### config.mk
export PLATFORM = sky130hd
export DESIGN_NAME = uart_rx_fifo
export DESIGN_NICKNAME = d
export VERILOG_FILES = /design/src/rtl/uart_pkg.sv /design/src/rtl/uart_fifo_mem.sv /design/src/rtl/uart_rx_fifo.sv
export SDC_FILE = /design/constraint.sdc
export NUM_CORES = 1
export LEC_CHECK = 0
export BUFFER_PORTS_ARGS = -buffer_cell sky130_fd_sc_hd__buf_2
export CORE_MARGIN = 2
export CORE_UTILIZATION = 54
export DETAILED_ROUTE_END_ITERATION = 6
export GPL_TIMING_DRIVEN = 0
export PLACE_DENSITY = 0.74
export SLEW_MARGIN = 5
export SYNTH_ARGS = -nofsm -noshare
export SYNTH_HDL_FRONTEND = slang
export SYNTH_HIERARCHICAL = 1
export SYNTH_SLANG_ARGS = --single-unit
### constraint.sdc
create_clock -name clk -period 3.6 [get_ports clk]
set_clock_uncertainty 0.1 [all_clocks]
set_input_delay 0.54 -clock clk [delete_from_list [all_inputs] [get_ports clk]]
set_output_delay 0.54 -clock clk [all_outputs]
set_load 0.02 [all_outputs]
### src/rtl/uart_pkg.sv
// rtl/uart_pkg.sv - shared types and constants for the UART receive buffer
package uart_pkg;

    typedef struct packed {
        logic       perr;
        logic [7:0] data;
    } rx_entry_t;

    localparam int UART_RX_FIFO_DEFAULT_DEPTH = 16;
    localparam int UART_TIMEOUT_W             = 16;

endpackage

### src/rtl/uart_fifo_mem.sv
// rtl/uart_fifo_mem.sv - entry storage with one write port and an asynchronous head read
module uart_fifo_mem
    import uart_pkg::*;
#(
    parameter int DEPTH = UART_RX_FIFO_DEFAULT_DEPTH,
    localparam int PTR_W = $clog2(DEPTH)
) (
    input  logic             clk,
    input  logic             we,
    input  logic [PTR_W-1:0] waddr,
    input  rx_entry_t        wdata,
    input  logic [PTR_W-1:0] raddr,
    output rx_entry_t        rdata
);

    rx_entry_t mem [DEPTH];

    // Storage is deliberately not reset; only pointers define validity.
    always_ff @(posedge clk) begin
        if (we) begin
            mem[waddr] <= wdata;
        end
    end

    assign rdata = mem[raddr];

endmodule

### src/rtl/uart_rx_fifo.sv
// rtl/uart_rx_fifo.sv - FWFT receive FIFO with parity tagging, sticky status and level/timeout interrupts
module uart_rx_fifo
    import uart_pkg::*;
#(
    parameter int DEPTH           = UART_RX_FIFO_DEFAULT_DEPTH,
    parameter bit STORE_BAD_BYTES = 1'b1,
    localparam int CW             = $clog2(DEPTH) + 1
) (
    input  logic                      clk,
    input  logic                      rst,
    input  logic                      rx_valid_i,
    input  logic [7:0]                rx_data_i,
    input  logic                      rx_parity_error_i,
    input  logic                      rd_en_i,
    output logic [7:0]                rd_data_o,
    output logic                      rd_perr_o,
    input  logic                      flush_i,
    input  logic                      clr_status_i,
    input  logic [CW-1:0]             thresh_i,
    input  logic [UART_TIMEOUT_W-1:0] timeout_i,
    output logic                      empty_o,
    output logic                      full_o,
    output logic [CW-1:0]             count_o,
    output logic                      overrun_o,
    output logic                      parity_err_o,
    output logic                      irq_level_o,
    output logic                      irq_timeout_o
);

    localparam int PTR_W = CW - 1;

    logic [PTR_W-1:0]          wr_ptr_q, rd_ptr_q;
    logic [CW-1:0]             count_q, count_nxt;
    logic [UART_TIMEOUT_W-1:0] idle_q;
    logic                      perr_q;
    logic                      overrun_q, parity_err_q, irq_timeout_q;

    logic      bad_edge, push_req, push_ok, pop_ok, overrun_evt, idle_clr, timeout_hit;
    rx_entry_t push_entry, head_entry;

    assign empty_o = (count_q == '0);
    assign full_o  = (count_q == CW'(DEPTH));

    // The receiver signals a bad byte with a level; only its rising edge is an event.
    assign bad_edge   = rx_parity_error_i & ~perr_q;
    assign push_req   = rx_valid_i | (bad_edge & STORE_BAD_BYTES);
    assign push_entry = '{perr: ~rx_valid_i, data: rx_data_i};

    assign pop_ok      = rd_en_i & ~empty_o & ~flush_i;
    assign push_ok     = push_req & ~flush_i & (~full_o | pop_ok);
    assign overrun_evt = push_req & ~flush_i & full_o & ~pop_ok;

    assign idle_clr    = push_ok | pop_ok | flush_i | empty_o;
    assign timeout_hit = (timeout_i != '0) && (idle_q == timeout_i - 16'd1);

    always_comb begin
        count_nxt = count_q;
        if (flush_i) begin
            count_nxt = '0;
        end else begin
            count_nxt = count_q + CW'(push_ok) - CW'(pop_ok);
        end
    end

    always_ff @(posedge clk or posedge rst) begin
        if (rst) begin
            wr_ptr_q      <= '0;
            rd_ptr_q      <= '0;
            count_q       <= '0;
            idle_q        <= '0;
            perr_q        <= 1'b0;
            overrun_q     <= 1'b0;
            parity_err_q  <= 1'b0;
            irq_timeout_q <= 1'b0;
        end else begin
            perr_q  <= rx_parity_error_i;
            count_q <= count_nxt;
            if (flush_i) begin
                wr_ptr_q <= '0;
                rd_ptr_q <= '0;
            end else begin
                if (push_ok) wr_ptr_q <= wr_ptr_q + 1'b1;
                if (pop_ok)  rd_ptr_q <= rd_ptr_q + 1'b1;
            end

            // A same-cycle event beats the clear so no error is ever missed.
            overrun_q    <= overrun_evt | (overrun_q & ~clr_status_i);
            parity_err_q <= bad_edge | (parity_err_q & ~clr_status_i);

            if (idle_clr) begin
                idle_q        <= '0;
                irq_timeout_q <= 1'b0;
            end else begin
                if (idle_q != '1) idle_q <= idle_q + 16'd1;
                if (timeout_hit)  irq_timeout_q <= 1'b1;
            end
        end
    end

    uart_fifo_mem #(.DEPTH(DEPTH)) u_mem (
        .clk   (clk),
        .we    (push_ok),
        .waddr (wr_ptr_q),
        .wdata (push_entry),
        .raddr (rd_ptr_q),
        .rdata (head_entry)
    );

    assign rd_data_o     = head_entry.data;
    assign rd_perr_o     = head_entry.perr;
    assign count_o       = count_q;
    assign overrun_o     = overrun_q;
    assign parity_err_o  = parity_err_q;
    assign irq_level_o   = (thresh_i != '0) && (count_q >= thresh_i);
    assign irq_timeout_o = irq_timeout_q;

endmodule
==> results.yml <==
setup_path:
  crit_chain: "inv_1, ha_1, nor4b_4, or3_1, nand2_1, nand2b_1, inv_1, or3b_2, nor2_1"
  start_kind: "flop"
  path_max_fanout: 9
  cp_slowest_stage_delay_ns: 0.72
  worstPathArrival_ns: 3.41
  slowest_stage: "nor2_1"
  regToRegStartpoint: "count_o[2]"
  worst-r2r-setup-slack_ns: 0.14
  crit_path_frequent_cell: "inv_1"
  crit_type: "flop to flop"
  worstSetupStartpoint: "count_o[2]"
  cp-end-kind: "flop"
  crit_required_ns: 3.55
yosys:
  synthAdderAreaFrac_pct: 2.740
  syn_avg_cell_area_um2: 15.40
  synth_top_family_by_area: "multiplexers"
  synth.area.mux_share_pct: 11.29
  synth_edf_count: 144
  ys_ff_latch: 177
  syn-cell-area_um2: 8038
  mappedNetlistNets: 575
  synthSimpleGateAreaFrac_pct: 9.869
  ys.flop_type: "edfxtp_1"
  synthArstFlopShare_pct: 18.64
  synth_compound_area_share_pct: 5.044
  ys_warn_count: 6
  yosysSeqAreaShare_pct: 64.07
  synth-xor-area-share_pct: 4.094
  postSynthCellCount: 522
  ys_types: 62
placement:
  gp_congestion: 0.8276
  numPortBuffers: 55
  placed_area_um2: 8569
  dp.cells: 761
  dp_hpwl_mm: 10.79
cts:
  cts_max_level: 4
  cts_setup_buffers: 0
  cts_tree: "built"
  clkSlewWorstSetupHoldPaths_ns: 0.06
  cts_buffer_depth: 2
  cts.sinks: 177
  cts_buffers: 17
  clk_latency_ns: 0.42
  cts-root-buf: "clkbuf_16"
grt:
  grt_pass1_wl_mm: 25.39
  grt_max_degree: 34
  antenna_found_initial: 0
  gr-usage-all-layers_pct: 21.40
  overflow: 0
  grt_pass1_vias: 4648
routing:
  routed_via_density: 5.977
  routed_wirelength_mm: 16.19
  ant_nets: 0
  drt-initial-drc-count: 375
  drc: 0
  wire_per_inst_um: 20.47
  drtPass1Iterations: 5
  vias: 4728
power_and_ir_drop:
  powerDensity_nw_per_um2: 603.4
  p_leak_nw: 3.302
  irDropWorstVdd_mv: 0.3667
sta:
  slew_headroom_pct: 34.13
  tightest_slew_ns: 0.9845
  period_needed_ns: 3.464
  drv_slew: 0
  setup_viol: 0
  rsz0062_at_grt: "yes"
  max_freq_ghz: 0.2887
  hold_viol: 0
  hold_slack_ns: 0.1155
  period_share_pct: 96.21
cells_and_area:
  final_cell_mix: "144 x edfxtp_1, 59 x buf_2, 47 x nor2_1"
  n_antenna_cell: 0
  final_common_cell: "edfxtp_1"
  nNetsFinal: 648
  area_growth_pct: 13.79
  utilization_pct: 62.93
  design_area_um2: 9146
  instances_no_fill: 791
  drive_gt1_share_pct: 21.42
flow_run:
  drv_cap: 0
floorplanning:
  die_x_um: 126
  die_area_um2: 15880
  core_area_um2: 14530
  design.portCount: 56
  row_count: 44
  die_y_um: 126
  start_util_pct: 55.30
run_status:
  status: "finished clean"
min_path:
  hold_class: "input pin to async pin"
-- registers in the layout (all words and copies together) (netlist names) --
name	count
u_mem/mem	144
idle_q	16
count_o	5
rd_ptr_q	4
wr_ptr_q	4
irq_timeout_o	1
overrun_o	1
parity_err_o	1
perr_q	1
-- critical path, delay by kind of cell, from the launching register on --
kind	cells	cell delay (ns)
fa+ha+maj	1	0.22
buf+inv	2	0.31
flops	1	0.43
simple gates	6	2.03
-- layout make-up --
type	instances	area, µm²
fill	1070	5388
sequential	177	5150
multi-input combinational	301	2699
clock buffer	19	432.9
timing repair buffer	55	275.3
tap	184	230.2
buffer	18	135.1
clock inverter	12	130.1
inverter	25	93.84
-- path summary, 6_finish.rpt --
path                                   end  cells after the start
hold / removal                      perr_q                      2
min in group clk                    perr_q                      1
setup / recovery           u_mem/mem[2][4]                      9
hold reg to reg               parity_err_o                      1
setup reg to reg           u_mem/mem[2][4]                      9
max in group asynchronous      rd_ptr_q[0]                      2
-- power by group --
group	internal, W	switching (W)	total, W
logic	0.000621	0.000723	0.00134
clock network	0.00102	0.000755	0.00178
registers	0.00230	0.0000956	0.00240
total	0.00394	0.00157	0.00552
-- kinds of logic after synthesis --
family                   Yosys count
adder cells (fa/ha/maj)           17
AND/OR/NAND/NOR                  153
AO/OA/AOI/OAI                     55
flip-flops                       177
multiplexers                      40
XOR/XNOR                          36
buffers and inverters             44
-- layer usage --
layer | share of wire, % | vias to the layer above | track usage [%]
li1 | - | 2165 | -
met2 | 49 | 162 | 33.71
met1 | 43 | 2377 | 29.96
met5 | 0 | - | 0
met3 | 5.5 | 24 | 4.588
met4 | 2.0 | 0 | 7.692
-- repair_timing --
| item | CTS | global route |
|---|---|---|
| resized for setup | 0 | 3 |
| setup endpoints to repair | 0 | 38 |
| hold buffers | 0 | 0 |
-- synthesized netlist by cell type, drive strengths merged, types with 13 or more instances --
| cell | n | share of area (%) |
|---|---|---|
| dfrtp | 33 | 10 |
| nand2 | 25 | 1.2 |
| inv | 25 | 1.2 |
| edfxtp | 144 | 54 |
| nor2 | 48 | 2.2 |
| nor3 | 15 | 1.0 |
| a22oi | 18 | 1.7 |
| mux4 | 36 | 11 |
| xnor2 | 22 | 2.4 |
| ha | 16 | 2.5 |
| xor2 | 13 | 1.4 |
-- metrics by stage --
stage | TNS [ns] | total power (W) | worst slack (ns)
after floorplan | 0 | 0.003380 | 0.1960
after global placement | -1.978 | 0.003719 | -0.2201
after detailed placement | 0 | 0.003773 | 0.05712
after CTS | 0 | 0.005546 | 0.004412
after global routing | -2.871 | 0.005752 | -0.1130
final | 0 | 0.005518 | 0.1364
Power figures use the tool's default switching activity.
